**config.mk**
```make
export PLATFORM = sky130hd
export DESIGN_NAME = ac_motor_sine_ramp
export DESIGN_NICKNAME = d
export VERILOG_FILES = /design/src/rtl/ac_motor_sine_ramp.sv
export SDC_FILE = /design/constraint.sdc
export NUM_CORES = 2
export LEC_CHECK = 0
export ABC_AREA = 1
export CAP_MARGIN = 25
export CORE_AREA = 2 2 241 243
export DETAILED_ROUTE_END_ITERATION = 12
export DIE_AREA = 0 0 243 245
export PLACE_DENSITY = 0.81
export SYNTH_ARGS = -nofsm -noshare
export SYNTH_HDL_FRONTEND = slang
export SYNTH_SLANG_ARGS = --single-unit
```
**constraint.sdc**
```tcl
create_clock -name clk -period 7.95 [get_ports clk]
set_input_delay 1.59 -clock clk [delete_from_list [all_inputs] [get_ports clk]]
set_output_delay 1.59 -clock clk [all_outputs]
set_load 0.02 [all_outputs]
```
**src/rtl/ac_motor_sine_ramp.sv**
```systemverilog
// N-phase sine modulation reference with slew-limited frequency/amplitude
// ramping, latched targets and direction reversal through zero speed.
module ac_motor_sine_ramp #(
    parameter int unsigned FREQ_W   = 12,
    parameter int unsigned AMP_W    = 12,
    parameter int unsigned ACC_W    = 24,
    parameter int unsigned LUT_AW   = 8,
    parameter int unsigned SINE_W   = 12,
    parameter int unsigned PHASES   = 3,
    parameter int unsigned RAMP_DIV = 16,
    localparam int unsigned OUT_W   = AMP_W + SINE_W
) (
    input  logic                      clk,
    input  logic                      rst_n,
    input  logic [FREQ_W-1:0]         frequency,
    input  logic signed [AMP_W-1:0]   amplitude,
    input  logic                      reverse,
    input  logic                      lock,
    output logic [PHASES*OUT_W-1:0]   sine,
    output logic                      out_valid,
    output logic                      at_target
);

    localparam int unsigned CNT_W = (RAMP_DIV > 1) ? $clog2(RAMP_DIV) : 1;
    localparam int unsigned LUT_N = 2 ** LUT_AW;
    localparam longint unsigned PHASE_STEP = (64'd1 << ACC_W) / PHASES;
    localparam real HALF_PI = 1.5707963267948966;

    typedef enum logic {RUN, DECEL} state_t;

    state_t                    state, state_nxt;
    logic [FREQ_W-1:0]         freq_tgt, freq_cur, freq_nxt;
    logic signed [AMP_W-1:0]   amp_tgt, amp_cur, amp_d;
    logic                      dir_tgt, dir, dir_nxt;
    logic [CNT_W-1:0]          ramp_cnt;
    logic                      tick;
    logic [ACC_W-1:0]          acc;
    logic [2:0]                vld_sr;
    logic [SINE_W-1:0]         lut [LUT_N];

    // Quarter-wave table entry, rounded to nearest, sampled at bin centres
    function automatic logic [SINE_W-1:0] lut_entry(input int i);
        real x;
        x = real'((64'd1 << SINE_W) - 64'd1)
            * $sin(HALF_PI * (real'(i) + 0.5) / real'(LUT_N));
        return SINE_W'($rtoi(x + 0.5));
    endfunction

    for (genvar i = 0; i < LUT_N; i++) begin : g_lut
        assign lut[i] = lut_entry(i);
    end

    assign tick = (ramp_cnt == CNT_W'(RAMP_DIV - 1));

    // Target latches and free-running ramp divider
    always_ff @(posedge clk or negedge rst_n) begin
        if (!rst_n) begin
            freq_tgt <= '0;
            amp_tgt  <= '0;
            dir_tgt  <= 1'b0;
            ramp_cnt <= '0;
        end else begin
            if (lock) begin
                freq_tgt <= frequency;
                amp_tgt  <= amplitude;
                dir_tgt  <= reverse;
            end
            ramp_cnt <= tick ? '0 : ramp_cnt + CNT_W'(1);
        end
    end

    // Direction FSM state register with ramped frequency and direction
    always_ff @(posedge clk or negedge rst_n) begin
        if (!rst_n) begin
            state    <= RUN;
            freq_cur <= '0;
            dir      <= 1'b0;
        end else begin
            state    <= state_nxt;
            freq_cur <= freq_nxt;
            dir      <= dir_nxt;
        end
    end

    // Next-state: slew toward target in RUN, coast to zero before flipping dir
    always_comb begin
        state_nxt = state;
        freq_nxt  = freq_cur;
        dir_nxt   = dir;
        unique case (state)
            RUN: begin
                if (tick) begin
                    if (freq_cur < freq_tgt)
                        freq_nxt = freq_cur + FREQ_W'(1);
                    else if (freq_cur > freq_tgt)
                        freq_nxt = freq_cur - FREQ_W'(1);
                end
                if (dir_tgt != dir)
                    state_nxt = DECEL;
            end
            DECEL: begin
                if (dir_tgt == dir) begin
                    state_nxt = RUN;
                end else if (tick) begin
                    if (freq_cur == '0) begin
                        dir_nxt   = dir_tgt;
                        state_nxt = RUN;
                    end else begin
                        freq_nxt = freq_cur - FREQ_W'(1);
                    end
                end
            end
            default: state_nxt = RUN;
        endcase
    end

    // Amplitude slew, phase accumulator and pipeline-primed shift register
    always_ff @(posedge clk or negedge rst_n) begin
        if (!rst_n) begin
            amp_cur <= '0;
            amp_d   <= '0;
            acc     <= '0;
            vld_sr  <= '0;
        end else begin
            if (tick) begin
                if (amp_cur < amp_tgt)
                    amp_cur <= amp_cur + AMP_W'(1);
                else if (amp_cur > amp_tgt)
                    amp_cur <= amp_cur - AMP_W'(1);
            end
            amp_d  <= amp_cur;
            acc    <= dir ? acc - ACC_W'(freq_cur) : acc + ACC_W'(freq_cur);
            vld_sr <= {vld_sr[1:0], 1'b1};
        end
    end

    assign out_valid = vld_sr[2];
    assign at_target = (freq_cur == freq_tgt) && (amp_cur == amp_tgt)
                     && (dir == dir_tgt) && (state == RUN);

    for (genvar k = 0; k < PHASES; k++) begin : g_ph
        localparam logic [ACC_W-1:0] PH_OFS = ACC_W'(PHASE_STEP * k);

        logic [LUT_AW+1:0]         top;
        logic [LUT_AW-1:0]         idx;
        logic [SINE_W-1:0]         mag;
        logic signed [SINE_W:0]    samp_nxt, samp_q;
        logic signed [OUT_W-1:0]   a_x, s_x, prod, sine_q;

        assign top      = (LUT_AW+2)'((acc + PH_OFS) >> (ACC_W - LUT_AW - 2));
        assign idx      = top[LUT_AW] ? ~top[LUT_AW-1:0] : top[LUT_AW-1:0];
        assign mag      = lut[idx];
        assign samp_nxt = top[LUT_AW+1] ? -$signed({1'b0, mag}) : $signed({1'b0, mag});
        assign a_x      = {{(OUT_W-AMP_W){amp_d[AMP_W-1]}}, amp_d};
        assign s_x      = {{(OUT_W-SINE_W-1){samp_q[SINE_W]}}, samp_q};
        assign prod     = a_x * s_x;

        // Sample stage then product stage for this phase
        always_ff @(posedge clk or negedge rst_n) begin
            if (!rst_n) begin
                samp_q <= '0;
                sine_q <= '0;
            end else begin
                samp_q <= samp_nxt;
                sine_q <= prod;
            end
        end

        assign sine[k*OUT_W +: OUT_W] = sine_q;
    end

endmodule

```
== Yosys cells after proc, flatten, opt, wreduce, memory -nomap -nowiden ==
Memory sizes are Yosys's and may differ from the RTL's.
Cells that the tools add are included.

* $mul: 3
* Reductions and logical operators: 8
* Mux-type cells: 28
* Bitwise logic cells: 8
* Magnitude comparators: 7
* Add/subtract/negate cells: 12
* Equal/unequal tests: 11

{| class="wikitable"
|+ Operator list
! cell !! number
|-
| $mux 12 || 14
|-
| $mul 12x13->24 || 3
|-
| $mux 13 || 3
|-
| $neg 12->13 || 3
|-
| $ge 9x9->1 const B || 3
|-
| $not 8->9 || 3
|-
| $add 24x12->24 || 1
|-
| $add 24x23->24 const B || 1
|-
| $add 24x24->24 const B || 1
|-
| $eq 12x12->1 || 2
|-
| $gt 12x12->1 || 2
|-
| $lt 12x12->1 || 2
|-
| $mux 24 || 1
|-
| $mux 8 || 3
|-
| $not 8->8 || 3
|-
| $pmux 12 s2 || 1
|-
| $sub 24x12->24 || 1
|-
| $add 12x1->12 const B || 1
|-
| $add 12x2->12 const B || 1
|-
| $logic_not 12->1 || 1
|-
| $sub 12x1->12 const B || 1
|-
| $sub 12x2->12 const B || 1
|-
| $ne 2x2->1 const B || 3
|-
| $reduce_and 5->1 || 1
|-
| other kinds (14) || 21
|}

* Register bits after elaboration: 205
* ROM bits: 9,216
* Input port bits: 28
* Logic and storage cells: 97
* Memories: 3
* Output and inout port bits: 74

{| class="wikitable"
|+ Memory list
! name !! words !! bits a word !! rd ports !! clocked after memory_dff !! write ports !! RTL line !! source
|-
| (no name shown) || 256 || 12 || 1 || 0 || 0 || 152 || <nowiki>assign mag = lut[idx];</nowiki>
|-
| (no name shown) || 256 || 12 || 1 || 0 || 0 || 152 ||
|-
| (no name shown) || 256 || 12 || 1 || 0 || 0 || 152 ||
|}

== Longest topological paths before layout ==
* Depth in word-level cells: 9
* Gate-level depth with buffers: 34
* Gate-level depth less buffers: 33

== Worst setup path before layout ==
No wires, ideal clock.

* Path kind: register to register
* Start point: register amp_d[3]
* End point: register g_ph[2].sine_q[23]
* Data required time: 7.824 ns
* Clock period less this slack: 5.593 ns
* Library setup time: 0.126 ns
* Path buffers: 2
* Setup slack: 2.357 ns
* Data arrival time: 5.467 ns
* Cell stages (with the launch flop): 24
* Cell sequence: dfrtp_1 clkbuf_1 buf_1 nand2_1 fa_1 fa_1 fa_1 inv_1 fa_1 inv_1 fa_1 inv_1 ha_1 a21oi_1 o221ai_1 a21o_1 a21oi_1 o21ai_0 a21boi_0 o21ai_0 nand2_1 a21oi_1 nor2_1 xor2_1

* Longest elaborated chain between the ends: 1

{| class="wikitable"
|+ RTL lines
! element !! RTL line !! source
|-
| start: declaration || 33 || <nowiki>logic signed [AMP_W-1:0] amp_tgt, amp_cur, amp_d;</nowiki>
|-
| start signal: assignment || 131 || <nowiki>amp_d <= amp_cur;</nowiki>
|-
| $mul 12x13->24 || 156 || <nowiki>assign prod = a_x * s_x;</nowiki>
|-
| via g_ph[2].prod[23] || 148 || <nowiki>logic signed [OUT_W-1:0] a_x, s_x, prod, sine_q;</nowiki>
|-
| end signal: assignment || 165 || <nowiki>sine_q <= prod;</nowiki>
|-
| end: declaration || 148 ||
|}

The timed path passes the listed nets, and every way through them passes these cells.
A chain may end at the register's enable or synchronous reset.

== Worst setup path in the final report ==
* Start point: register amp_d[2]
* End point: register g_ph[2].sine_q[22]

Same word-level chain as after synthesis.

==> impl_metrics.ini <==
[outcome]
status = finished, final reports clean

[synth]
yosysTopAreaCell = fa_1
seq_area_frac_synth_pct = 14.04
synth_top_area_share_pct = 23.78
synth_cell_types = 65
synth_edf_count = 0
synth-async-reset-ratio_pct = 100.0
synth_nets = 5902
ys_ff_latch = 205
synth_area_leaders = fa_1 24%, nand2_1 15%, dfrtp_1 14%
syn_avg_cell_area_sq_um = 7.089
yosysWarnings = 0
synth_flop_cell = dfrtp_1
syn_area_sq_um = 36540
syn-instance-count = 5154

[drt]
dr.pass1.iters = 7
viasPerCell = 5.718
first_iter_violations = 3709
remaining_drc_errors = 0
ant_nets = 0
wl_per_cell_microns = 17.45
drt-total-wl_microns = 102800
vias = 33690

[worst_setup_path]
crit_end = g_ph[2].sine_q[22]$_DFF_PN0_
cp_data_arrival_time_ns = 6.91
path_class = flip-flop to flip-flop
worst_setup_path_start_kind = flip-flop
rr_endpoint = g_ph[2].sine_q[22]$_DFF_PN0_
reg2reg_from = amp_d[2]$_DFF_PN0_
critPathCaptureType = flip-flop
worstPathRequired_ns = 8.41
ff2ff_setup_slack_ns = 1.49
reg2regPathDepth = 26
critical_path.startpoint = amp_d[2]$_DFF_PN0_
cp_max_fo = 26

[die]
rows = 88
coreArea_sq_um = 57030
die_h_microns = 245
pin_count = 102
die-area_sq_um = 59540
die_w_microns = 243
start_util_pct = 64.06

[final_layout]
fillers = 4879
layout-drive-gt1-share_pct = 4.173
synthToLayoutAreaGrowth_pct = 6.075
antenna_cells = 0
nNetsFinal = 5857

[clock_tree]
clock_sinks = 205
hold_buffers = 0
root_buffer = clkbuf_16
clk_latency_ns = 0.58
postCtsSetupBuffers = 0
cts_tree = done
clk_pin_slew_ns = 0.06
htree_levels = 1
ctsResizeCount = 0
cts_max_path_buffers = 3
cts_buffers = 26

[sta]
clock_skew_ns = 0.01789
setup_viol = 0
finalHoldViolations = 0
tightest_slew_ns = 0.9909
fin_crit_sh_pct = 81.23
setup_slack_ns = 1.492
slew_headroom_pct = 33.71
post-route-min-period_ns = 6.458
slew_violations = 0
rsz0062_at_grt = no
fmax_ghz = 0.1549
setup_tns_ns = 0

[global_routing]
grt_max_degree = 108
grt_pass1_wl_microns = 169400
overflow = 0
grt_antenna_before_repair = 0
grt_usage_pct = 34.79
first_global_vias = 33260

[placed_design]
gp_congestion = 1.024
dp_slack_ns = 1.684
dp_hpwl_microns = 77810
port-buffer-count = 101

[worst_hold_path]
hold_path_class = flip-flop to flip-flop
whs_path_depth = 0

[job]
max_cap_viol_count = 0
==> flip-flops by register name, summed over array words and instances, names as in the netlist, 4 cells and up <==
register,cells
g_ph.sine_q,72
g_ph.samp_q,39
acc,24
amp_cur,12
amp_d,12
amp_tgt,12
freq_cur,12
freq_tgt,12
ramp_cnt,4
==> placed cells by master (no fill, tap or decap), types with 10 or more instances in the layout <==
cell type / count
dfrtp_1: 205
ha_1: 286
nand3_1: 454
o31ai_1: 11
nand2_1: 1417
nor3_1: 20
xnor2_1: 60
a31oi_1: 12
o21ai_1: 35
or2_2: 14
inv_1: 981
nor2_2: 10
fa_1: 434
o211ai_1: 26
xor2_1: 94
o21ai_0: 206
a21oi_1: 199
nand3_2: 11
clkbuf_16: 26
nand2_2: 38
buf_4: 46
o22ai_1: 11
inv_2: 19
nand4_1: 24
clkdlybuf4s50_1: 100
nor2_1: 251
nand3b_1: 10
==> area by class of cell <==
cell class                 instances  area [sq um]  share of cell area [%]
multi-input combinational       3727         26600                   68.64
sequential                       205          5130                   13.24
inverter                        1002          3764                   9.711
timing repair buffer             147          1361                   3.513
tap                              765         957.2                   2.470
clock buffer                      37         732.0                   1.889
clock inverter                    10         211.5                  0.5456
==> metrics by stage <==
| stage | cells | utilization [%] | instance area [sq um] | hold WS, ns |
|---|---|---|---|---|
| floorplan | 5154 | - | 36540 | 0.3312 |
| global placement | 5846 | 66.30 | 37810 | 0.3332 |
| detailed placement | 5846 | 66.30 | 37810 | 0.3347 |
| CTS | 5893 | 67.95 | 38760 | 0.3473 |
| global route | 5893 | 67.95 | 38760 | 0.3590 |
| finish | 5893 | 67.95 | 38760 | 0.3452 |
==> cell families after synthesis <==
group / after synthesis / synth area share, %
xor gates and xnor gates: 162 / 4.007
muxes: 2 / 0.06164
AOI/OAI and AO/OA: 565 / 8.674
buffers and inverters: 1222 / 13.25
other: 1 / 0.01026
adders and majority gates: 720 / 33.57
and+or+nand+nor: 2277 / 26.39
DFF: 205 / 14.04
==> cells in the mapped netlist (6+ instances only) <==
cell type	instances
a211oi_1	6
a21boi_0	6
a21oi_1	199
a31oi_1	12
buf_1	14
buf_2	50
buf_4	24
buf_6	13
clkbuf_1	119
dfrtp_1	205
fa_1	434
ha_1	286
inv_1	981
inv_2	19
nand2_1	1418
nand2_2	37
nand3_1	454
nand3_2	11
nand3b_1	10
nand4_1	24
nor2_1	251
nor2_2	10
nor3_1	20
o211ai_1	26
o21ai_0	206
o21ai_1	35
o221ai_1	9
o22ai_1	11
o311ai_0	9
o31ai_1	12
or2_2	14
xnor2_1	60
xor2_1	96
==> worst max-delay path: stages, from the launching register on <==
cell and delay (ns):
dfrtp_1 0.71, buf_4 0.40, nand2_1 0.08, inv_1 0.09, fa_1 0.43, inv_1 0.09
fa_1 0.43, fa_1 0.52, inv_1 0.06, fa_1 0.53, inv_1 0.05, fa_1 0.48
inv_1 0.04, ha_1 0.34, a21oi_1 0.22, nor2_1 0.08, a211oi_1 0.27, o21ai_0 0.22
a31oi_1 0.25, o21ai_0 0.17, nand2_1 0.09, nand2_1 0.05, a21oi_1 0.21, nor2_1 0.06
o21ai_0 0.21, nand2_1 0.10, xor2_1 0.15
==> worst min-delay path by stage <==
stage	start	end	slack [ns]
after floorplan	vld_sr[0]$_DFF_PN0_	vld_sr[1]$_DFF_PN0_	0.33
after global placement	vld_sr[0]$_DFF_PN0_	vld_sr[1]$_DFF_PN0_	0.33
after detailed placement	vld_sr[0]$_DFF_PN0_	vld_sr[1]$_DFF_PN0_	0.33
after CTS	vld_sr[0]$_DFF_PN0_	vld_sr[1]$_DFF_PN0_	0.35
after global routing	vld_sr[0]$_DFF_PN0_	vld_sr[1]$_DFF_PN0_	0.36
final	vld_sr[1]$_DFF_PN0_	vld_sr[2]$_DFF_PN0_	0.35
==> metal layers <==
layer | GRT usage, % | vias to the layer above | share of wire, %
met5 | 0 | - | 0
met2 | 57.69 | 1709 | 47
met3 | 4.658 | 297 | 8.7
li1 | - | 15780 | -
met1 | 46.69 | 15910 | 40
met4 | 13.19 | 0 | 3.7
Power is left out: the tool's default activity adds up to more than one toggle a clock period on the data nets, which glitch-free logic cannot reach.
